===== src/rtl/serial_pkg.sv =====
// Shared definitions for the serial transmitter/receiver pair: FSM states,
// parity mode encodings and the expected-parity helper.
package serial_pkg;

  typedef enum logic [2:0] {
    IDLE      = 3'd0,
    START     = 3'd1,
    DATA      = 3'd2,
    PARITY    = 3'd3,
    STOP      = 3'd4,
    WAIT_IDLE = 3'd5
  } state_t;

  localparam logic [1:0] PARITY_NONE0 = 2'b00;
  localparam logic [1:0] PARITY_ODD   = 2'b01;
  localparam logic [1:0] PARITY_EVEN  = 2'b10;
  localparam logic [1:0] PARITY_NONE1 = 2'b11;

  function automatic logic parity_en(input logic [1:0] mode);
    return (mode == PARITY_ODD) || (mode == PARITY_EVEN);
  endfunction

  // Parity bit the transmitter appends; 0 when parity is disabled.
  function automatic logic parity_bit(input logic [7:0] data, input logic [1:0] mode);
    case (mode)
      PARITY_ODD:  return ~^data;
      PARITY_EVEN: return ^data;
      default:     return 1'b0;
    endcase
  endfunction

endpackage


===== src/rtl/serial_rx_sync.sv =====
// Two-flop synchronizer for the serial line; resets to the idle (high) level.
module serial_rx_sync (
  input  logic clk,
  input  logic rst,
  input  logic d,
  output logic q
);

  logic meta;

  always_ff @(posedge clk or posedge rst) begin
    if (rst) begin
      meta <= 1'b1;
      q    <= 1'b1;
    end else begin
      meta <= d;
      q    <= meta;
    end
  end

endmodule


===== src/rtl/serial_rx_deser.sv =====
// Serial receiver: start detect, 8 LSB-first data bits, optional parity, stop check.
// Define SERIAL_RX_SYNC_EN to pass RXD through a 2-flop synchronizer first.
module serial_rx_deser
  import serial_pkg::*;
#(
  parameter int CLKS_PER_BIT = 1,
  parameter int DATA_W       = 8
) (
  input  logic              CLK,
  input  logic              RST,
  input  logic              RXD,
  input  logic [1:0]        PARITY_MODE,
  output logic [DATA_W-1:0] DATA_OUT,
  output logic              DATA_VALID,
  output logic              PARITY_ERR,
  output logic              FRAME_ERR,
  output logic              BUSY
);

  localparam int CNT_W = (CLKS_PER_BIT > 1) ? $clog2(CLKS_PER_BIT) : 1;
  localparam int BC_W  = $clog2(DATA_W);
  localparam logic [CNT_W-1:0] BIT_LAST = CNT_W'(CLKS_PER_BIT - 1);
  localparam logic [CNT_W-1:0] HALF     = CNT_W'(CLKS_PER_BIT / 2);
  localparam logic [BC_W-1:0]  BIT_MAX  = BC_W'(DATA_W - 1);

  logic              rxd;
  state_t            state;
  logic [CNT_W-1:0]  cnt;
  logic [BC_W-1:0]   bit_cnt;
  logic [DATA_W-1:0] shreg;
  logic [1:0]        mode;
  logic              par_mis;

`ifdef SERIAL_RX_SYNC_EN
  serial_rx_sync u_sync (
    .clk (CLK),
    .rst (RST),
    .d   (RXD),
    .q   (rxd)
  );
`else
  assign rxd = RXD;
`endif

  assign BUSY = (state != IDLE);

  always_ff @(posedge CLK or posedge RST) begin
    if (RST) begin
      state      <= IDLE;
      cnt        <= '0;
      bit_cnt    <= '0;
      shreg      <= '0;
      mode       <= PARITY_NONE0;
      par_mis    <= 1'b0;
      DATA_OUT   <= '0;
      DATA_VALID <= 1'b0;
      PARITY_ERR <= 1'b0;
      FRAME_ERR  <= 1'b0;
    end else begin
      DATA_VALID <= 1'b0;
      PARITY_ERR <= 1'b0;
      FRAME_ERR  <= 1'b0;
      case (state)
        IDLE: begin
          if (!rxd) begin
            mode    <= PARITY_MODE;
            par_mis <= 1'b0;
            bit_cnt <= '0;
            // With one clock per bit the start bit is already mid-bit here.
            if (HALF == '0) begin
              state <= DATA;
              cnt   <= BIT_LAST;
            end else begin
              state <= START;
              cnt   <= HALF;
            end
          end
        end
        START: begin
          if (cnt == CNT_W'(1)) begin
            if (!rxd) begin
              state <= DATA;
              cnt   <= BIT_LAST;
            end else begin
              state <= IDLE;
            end
          end else begin
            cnt <= cnt - 1'b1;
          end
        end
        DATA: begin
          if (cnt == '0) begin
            cnt     <= BIT_LAST;
            shreg   <= {rxd, shreg[DATA_W-1:1]};
            bit_cnt <= bit_cnt + 1'b1;
            if (bit_cnt == BIT_MAX)
              state <= parity_en(mode) ? PARITY : STOP;
          end else begin
            cnt <= cnt - 1'b1;
          end
        end
        PARITY: begin
          if (cnt == '0) begin
            cnt     <= BIT_LAST;
            par_mis <= rxd ^ parity_bit(shreg, mode);
            state   <= STOP;
          end else begin
            cnt <= cnt - 1'b1;
          end
        end
        STOP: begin
          if (cnt == '0) begin
            DATA_OUT   <= shreg;
            DATA_VALID <= 1'b1;
            PARITY_ERR <= par_mis;
            FRAME_ERR  <= ~rxd;
            // A low stop bit may be a break; wait for the line to return high.
            state      <= rxd ? IDLE : WAIT_IDLE;
          end else begin
            cnt <= cnt - 1'b1;
          end
        end
        WAIT_IDLE: begin
          if (rxd) state <= IDLE;
        end
        default: state <= IDLE;
      endcase
    end
  end

endmodule


===== config.mk =====
export PLATFORM = sky130hd
export DESIGN_NAME = serial_rx_deser
export DESIGN_NICKNAME = d
export VERILOG_FILES = /design/src/rtl/serial_pkg.sv /design/src/rtl/serial_rx_sync.sv /design/src/rtl/serial_rx_deser.sv
export SDC_FILE = /design/constraint.sdc
export NUM_CORES = 1
export LEC_CHECK = 0
export ABC_CLOCK_PERIOD_IN_PS = 1650
export CAP_MARGIN = 20
export CORE_ASPECT_RATIO = 1.4
export CORE_UTILIZATION = 35
export DETAILED_ROUTE_END_ITERATION = 10
export GPL_TIMING_DRIVEN = 0
export PLACE_DENSITY_LB_ADDON = 0.25
export RECOVER_POWER = 25
export SLEW_MARGIN = 20
export SYNTH_ARGS = -nofsm -noshare
export SYNTH_HDL_FRONTEND = slang
export SYNTH_SLANG_ARGS = --single-unit
export TNS_END_PERCENT = 1

===== constraint.sdc =====
create_clock -name CLK -period 1.65 [get_ports CLK]
set_input_delay 0.495 -clock CLK [delete_from_list [all_inputs] [get_ports CLK]]
set_output_delay 0.495 -clock CLK [all_outputs]
set_load 0.01 [all_outputs]

; ---- Word level (Yosys, flattened, before mapping)
; Cells that the tools add are included.
; W data, S select, Z words.
[totals]
elab_cells = 76
reg_bits = 29
output_inout_bits = 12
[classes]
muxes = 30
n_addsub = 2
reduce_logical = 16
eq_ne = 15
n_bitwise = 3
[op_table]
columns = op, n
row1 = $mux W3, 11
row2 = $pmux W3 S6, 1
row3 = $ne A2 B2 Y1 const B, 7
row4 = $mux W1, 13
row5 = $eq A3 B3 Y1 const B, 3
row6 = $reduce_and A2 Y1, 4
row7 = $reduce_xnor A8 Y1, 1
row8 = $reduce_xor A8 Y1, 1
row9 = $reduce_and A7 Y1, 1
row10 = $eq A3 B2 Y1 const B, 2
row11 = $pmux W3 S2, 1
row12 = $reduce_and A3 Y1, 2
row13 = $reduce_bool A3 Y1, 2
row14 = $pmux W1 S2, 2
row15 = $reduce_bool A2 Y1, 2
row16 = $add A3 B1 Y3 const B, 1
row17 = $eq A3 B1 Y1 const B, 1
row18 = $logic_not A3 Y1, 1
row19 = $pmux W1 S3, 1
row20 = $reduce_or A3 Y1, 1
row21 = $eq A2 B1 Y1 const B, 1
row22 = $eq A2 B2 Y1 const B, 1
row23 = $mux W2, 1
row24 = $not A1 Y1, 2
row25 = other kinds (3), 3

; ---- Longest topological paths before layout
; Gate-level depths: netlist (run 1).
[depth]
word_depth = 7
mapped_depth = 6

; ---- Worst setup path after synthesis (run 1)
; OpenSTA, ideal clock, no wires.
[synth_path]
kind = reg-to-output
from = register state[0]
to = output port BUSY
path_buffers = 2
stages_incl_launch_ff = 4
t_arrival_ns = 1.098
path_slack_ns = 0.057
path_cell_list = dfrtp_1 buf_4 clkbuf_1 or3_1
[synth_via]
elab_chain_cells = 1
[synth_rtl]
columns = item, line
row1 = from (decl), serial_rx_deser.sv:27  ; state_t state;
row2 = from (signal assigned), serial_rx_deser.sv:97  ; state <= parity_en(mode) ? PARITY : STOP;
row3 = from (signal assigned), serial_rx_deser.sv:118  ; state <= rxd ? IDLE : WAIT_IDLE;
row4 = $reduce_bool A3 Y1, serial_rx_deser.sv:45  ; assign BUSY = (state != IDLE);
row5 = to (decl), serial_rx_deser.sv:17  ; output logic BUSY
; Every way passes these cells.

; ---- Worst setup path in the final report (run 1)
; Same ends and word-level chain as after synthesis.

==> reports/metrics.cfg, run 1 <==
[power_and_ir_drop]
ir_drop_mv=1.19
p_per_area_mw_per_mm2=2140
clockPowerShare=0.187
p_sw_w=0.00141
comb_power_share=0.501
internal_power_w=0.00260
p_total_w=0.00401
p_seq_frac=0.312
leakagePower_nw=0.893
p_sw_frac=0.353

[global_route]
grt_pass1_wl_um=4910
antenna_found_initial=0
grt_pass1_vias=1096
grt.total_usage=0.146
grt_max_degree=19
grt-ovfl-total=0

[critical_path]
timing.critical_path.arrival_ns=1.34
crit_type=reg2out
critPathRequiredTime_ns=1.15
r2r_slack_ns=-0.05
cp-end-kind=output port
r2r_end=state[0]
cp_max_fo=2
ff2ff_path_depth=7
r2r_start=state[0]
worstSetupStartpointType=flip-flop

[synthesis]
ys_seq_elements=29
synth_area_per_cell_um2=11.3
synthCells=127
seq_area_frac_synth=0.507
synth_cell_types=33
yosys_warnings=0
synth_area_mm2=0.00143
synth_nets=136

[cells_and_area]
layout.nets=165
fillers=358
num_antenna_cells=0
syn_to_final_growth_pct=30.7
drive_gt1_frac=0.287

[min_path]
holdPathStages=1
min_to=DATA_OUT[1]
hold_path_class=reg2reg
hp-start=DATA_OUT[1]

[detailed_routing]
dr_total_vias=1028
drcViolationCount=0
wirelength_um=2800
viasPerCell=5.14
wl_per_cell_um=14.0
drt_iter0_drc=21
first_pass_iters=3
antenna_left=0

[timing]
setup_ws_ns=-0.185
post-route-min-period_ns=1.83
worstMarginPinSlew_ns=0.438
slew_headroom=0.707
clock.fmax_ghz=0.545
rsz0062_at_grt=yes
finalSetupTns_ns=-0.279
hold_viol=0
setup_viol=9
fin_crit_sh=1.11
skew_ns=0.00469
maxSlewViolCount=0

[clocking]
clk_latency_ns=0.28
cts_max_level=2
clkTransAtPathRegs_ns=0.06
cts_tree=built
cts_sinks=29
cts_root_buf=clkbuf_8
cts_made_buffers=5
cts_buffer_depth=2

[die]
rows=27
die_area_mm2=0.00436
initial_core_util=0.366
die_w_um=56.1
ios=17
core-area_mm2=0.00392
dieHeight_um=77.7

[placement]
dp_slack_ns=-0.474
dp_hpwl_um=1960
port_buffers=16
gp_congestion=0.810

[status]
violations=setup timing
status=complete, but fails checks

[flow_run]
drv_cap=0

## worst max-delay path, stage by stage, from the launching register on
cell and delay (ns):
dfrtp_1 0.37, buf_6 0.12, clkbuf_8 0.12, or3_1 0.31
buf_2 0.15
## registers in the layout, summed over array words and instances (netlist names)
name	count
DATA_OUT	8
shreg	8
bit_cnt	3
state	3
mode	2
DATA_VALID	1
FRAME_ERR	1
PARITY_ERR	1
cnt	1
par_mis	1
## metal layers
metal | vias to the layer above | GRT usage | part of all wire
met5 | - | 0 | 0
met4 | 0 | 0.0976 | 0.033
met3 | 10 | 0.0367 | 0.035
met2 | 20 | 0.244 | 0.53
met1 | 496 | 0.163 | 0.40
li1 | 502 | - | -
## area by class of cell
class                   instances  area, um2  share of cell area
inverters                       4       15.0             0.00802
clock buffers                   7       86.3              0.0461
multi-input cells              87        686               0.366
flip-flops and latches         29        726               0.388
well taps                      43       53.8              0.0287
clock inverters                 1       30.0              0.0160
repair buffers                 22        195               0.104
plain buffers                   7       80.1              0.0428
## what timing repair did
item	4_1_cts	5_1_grt
setup buffers	5	0
resized for setup	30	6
endpoints found under the setup margin	26	27
pin swaps	4	0
hold buffers	0	0
## how the worst max path moves through the flow
| stage | startpoint | endpoint | slack [ns] |
|---|---|---|---|
| 6_report | state[0] | BUSY | -0.18 |
| 5_1_grt | state[0] | BUSY | -0.23 |
| 4_1_cts | state[0] | BUSY | -0.20 |
| 3_5_place_dp | state[0] | BUSY | -0.47 |
| 3_3_place_gp | state[0] | BUSY | -0.45 |
| 2_1_floorplan | state[0] | BUSY | 0.06 |
## power by group through the flow
| stage | clock network [W] | logic, W | registers [W] |
|---|---|---|---|
| 3_5_place_dp | 0 | 0.00188 | 0.00127 |
| 5_1_grt | 0.000802 | 0.00222 | 0.00130 |
| 4_1_cts | 0.000768 | 0.00203 | 0.00126 |
| 2_1_floorplan | 0 | 0.00133 | 0.00127 |
| 6_report | 0.000750 | 0.00201 | 0.00125 |
| 3_3_place_gp | 0 | 0.00183 | 0.00126 |
## synth_stat cells, drive strengths merged
cell type	instances	share of area
nor2	7	0.018
nor4b	1	0.010
mux2	17	0.13
mux2i	1	0.0070
nand2	10	0.028
ha	4	0.035
dfrtp	29	0.51
and2	1	0.0044
or2	1	0.0044
inv	4	0.010
clkbuf	4	0.010
a22o	1	0.0061
nand3b	1	0.0052
nor2b	4	0.017
a22oi	2	0.010
or3	1	0.0044
o21ai	10	0.038
nor3	4	0.022
a311o	1	0.0070
xnor2	7	0.043
o2111ai	1	0.0061
nand4b	2	0.012
nor3b	1	0.0052
nor4	1	0.0044
buf	3	0.014
a31o	1	0.0061
nand2b	3	0.013
a21oi	5	0.017
## cells in the final DEF, fill, tap and decap left out, drive strengths merged, types with 2 or more instances in the layout
master         netlist  routed
inv                  4       4
nand2b               3       3
mux2                17      17
nor2b                4       4
xnor2                7       7
a21oi                5       5
clkbuf               4      11
o21ai               10      10
a22oi                2       2
dlymetal6s2s         0       3
nand4b               2       2
nor3                 4       4
ha                   4       4
dfrtp               29      29
nor2                 7       7
dlygate4sd2          0       8
clkdlybuf4s50        0       3
nand2               10      10
buf                  3      10
## stage by stage
| stage | utilization | hold slack [ns] | instance area, um2 | cells |
|---|---|---|---|---|
| 6_report | 0.478 | 0.497 | 1870 | 200 |
| 5_1_grt | 0.478 | 0.525 | 1870 | 200 |
| 4_1_cts | 0.476 | 0.504 | 1870 | 200 |
| 3_5_place_dp | 0.424 | 0.495 | 1660 | 187 |
| 3_3_place_gp | 0.420 | 0.492 | 1650 | 186 |
| 2_1_floorplan | - | 0.446 | 1430 | 127 |
## kinds of logic (layout without fill, tap and decap cells)
kind of cell,Yosys count,in the layout,share of synthesized area
fa+ha+maj,4,4,0.0349
xor+xnor,7,7,0.0428
buf+inv,11,41,0.0349
simple gates,37,37,0.149
mux,18,18,0.141
flops,29,29,0.507
compound gates,21,21,0.0908
(Power assumes the default switching activity.)
==> run 2: changes to the inputs <==
Settings changed: CTS_CLUSTER_SIZE from default to 24, PLACE_DENSITY from default to 0.54, PLACE_DENSITY_LB_ADDON 0.25 to default.
==> run 2 against run 1 <==
Compared with the run above:
- the flow still finishes with violations (setup timing)
- global-route usage hardly changed
- register-to-register slack better by 0.05 ns
- sequential share of layout area rose by 0.28 points
- first-iteration DRC count is 38% lower
- die area did not move
- worst setup slack better by 0.017 ns
- via count is 0.78% lower
- final area is 0.53% lower
- critical path depth is 1 lower
- largest power group unchanged
- highest routed layer unchanged
==> reports/metrics.cfg, run 2 (same netlist as run 1, synthesis figures left out) <==
[cells_and_area]
largestRegisters=DATA_OUT x8, shreg x8
layout.nets=164  ; -0.61%
drive_gt1_frac=0.301  ; +0.0147
num_antenna_cells=0  ; unchanged
final_cell_mix=28 x dfrtp_1, 16 x mux2_2, 9 x clkbuf_8, 9 x nand2_1, 9 x o21ai_0
syn_to_final_growth_pct=30.0
multiInputGateArea_um2=686  ; unchanged
seqCellArea_um2=727  ; +0.17%
fillers=368  ; +2.8%
final_common_cell=dfrtp_1

[detailed_routing]
drcViolationCount=0  ; unchanged
dr_total_vias=1020  ; -0.78%
drt_iter0_drc=13  ; -38%
antenna_left=0  ; unchanged
first_pass_iters=4  ; +1
wl_per_cell_um=14.0  ; +0.11%
viasPerCell=5.13  ; -0.28%
wirelength_um=2790  ; -0.39%

[die]
die_w_um=56.1  ; unchanged
ios=17  ; unchanged
initial_core_util=0.366  ; unchanged
core-area_mm2=0.00392  ; unchanged
rows=27  ; unchanged
dieHeight_um=77.7  ; unchanged
die_area_mm2=0.00436  ; unchanged

[timing]
hold_viol=0  ; unchanged
fin_crit_sh=1.10  ; -0.0100
worstMarginPinSlew_ns=0.596  ; +0.158 ns
maxSlewViolCount=0  ; unchanged
slew_headroom=0.602  ; -0.105
setup_ws_ns=-0.168  ; +0.0166 ns
clock.fmax_ghz=0.550  ; +0.91%
skew_ns=0.00691  ; +0.00222 ns
finalSetupTns_ns=-0.171  ; +0.108 ns
setup_viol=2  ; -7
post-route-min-period_ns=1.82  ; -0.0166 ns
rsz0062_at_grt=yes

[power_and_ir_drop]
leakagePower_nw=0.866  ; -3.1%
clockPowerShare=0.190  ; +0.003
p_sw_w=0.00141  ; -0.24%
p_per_area_mw_per_mm2=2150  ; +0.38%
p_seq_frac=0.315  ; +0.003
internal_power_w=0.00259  ; -0.11%
comb_power_share=0.496  ; -0.005
p_sw_frac=0.352  ; about the same
ir_drop_mv=1.26  ; +6.3%

[global_route]
grt_max_degree=30  ; +11
grt-ovfl-total=0  ; unchanged
antenna_found_initial=0  ; unchanged
grt_pass1_vias=1077  ; -1.7%
grt_pass1_wl_um=4930  ; +0.43%
grt.total_usage=0.147  ; +0.000289

[placement]
dp_hpwl_um=1870  ; -4.6%
port_buffers=16  ; unchanged
dp_slack_ns=-0.465  ; +0.00901 ns
gp_congestion=0.782  ; -3.5%

[status]
violations=setup timing
status=complete, but fails checks

[min_path]
hold_path_class=reg2reg
hp-start=DATA_OUT[0]

[flow_run]
drv_cap=0  ; unchanged

[critical_path]
crit_type=reg2out
timing.critical_path.arrival_ns=1.32  ; -0.02 ns
critPathRequiredTime_ns=1.15  ; about the same
cp-end-kind=output port
cp_max_fo=2  ; unchanged
startpoint=state[0]
worstSetupStartpointType=flip-flop
r2r_start=state[2]

[clocking]
cts_buffer_depth=2  ; unchanged
cts_sinks=29  ; unchanged
cts_root_buf=clkbuf_8
cts_tree=built
clkTransAtPathRegs_ns=0.06  ; about the same
cts_made_buffers=5  ; unchanged
cts_max_level=2  ; unchanged
cts_hold_buffers=0  ; unchanged
clk_latency_ns=0.28  ; about the same

==> run 2: routing by layer <==
layer | vias to the layer above | part of all wire | global-route usage
li1 | 496 | - | -
met1 | 498 | 0.41 | 0.164
met2 | 18 | 0.54 | 0.255
met3 | 8 | 0.032 | 0.0383
met4 | 0 | 0.020 | 0.0732
met5 | - | 0 | 0
==> run 2: layout make-up <==
class	count	share of cell area
sequential	29	0.390
multi-input combinational	87	0.368
timing repair buffer	22	0.105
clock buffer	7	0.0464
buffer	6	0.0370
tap	43	0.0289
clock inverter	1	0.0161
inverter	4	0.00806
==> run 2: worst max-delay path: stages (launching register included) <==
cell	delay (ns)
dfrtp_1	0.40
clkbuf_8	0.14
or3_1	0.36
buf_2	0.14
==> run 2: path summary, 6_finish.rpt <==
| kind | end | slack (ns) | cells past startpoint |
|---|---|---|---|
| worst max register to register | state[0] | 0 | 5 |
| worst min register to register | DATA_OUT[0] | 0.50 | 1 |
| worst max-delay path | BUSY | -0.17 | 3 |
| min in group asynchronous | bit_cnt[0] | 0.73 | 2 |
| worst min-delay path | DATA_OUT[0] | 0.50 | 1 |
| max in group asynchronous | cnt | 0.49 | 2 |
==> run 2: power groups by stage <==
stage	clock network [W]	registers, W	logic [W]
after floorplan	0	0.00127	0.00133
after global placement	0	0.00126	0.00183
after detailed placement	0	0.00127	0.00185
after CTS	0.000780	0.00126	0.00201
after global routing	0.000812	0.00131	0.00220
final	0.000760	0.00126	0.00198
==> run 2: metrics by stage <==
stage	util	total power [W]	area [um2]	hold slack, ns	std cells
CTS	0.473	0.00405	1850	0.505	199
detailed placement	0.420	0.00313	1650	0.495	186
global placement	0.420	0.00309	1650	0.491	186
global route	0.475	0.00432	1860	0.525	199
floorplan	-	0.00260	1430	0.446	127
finish	0.475	0.00400	1860	0.498	199
==> run 2: timing repair <==
item | 4_1_cts | 5_1_grt
resized for setup | 30 | 6
hold endpoints to repair | 0 | 0
pin swaps | 3 | 1
buffers inserted | 5 | 1
setup endpoints to repair | 19 | 27
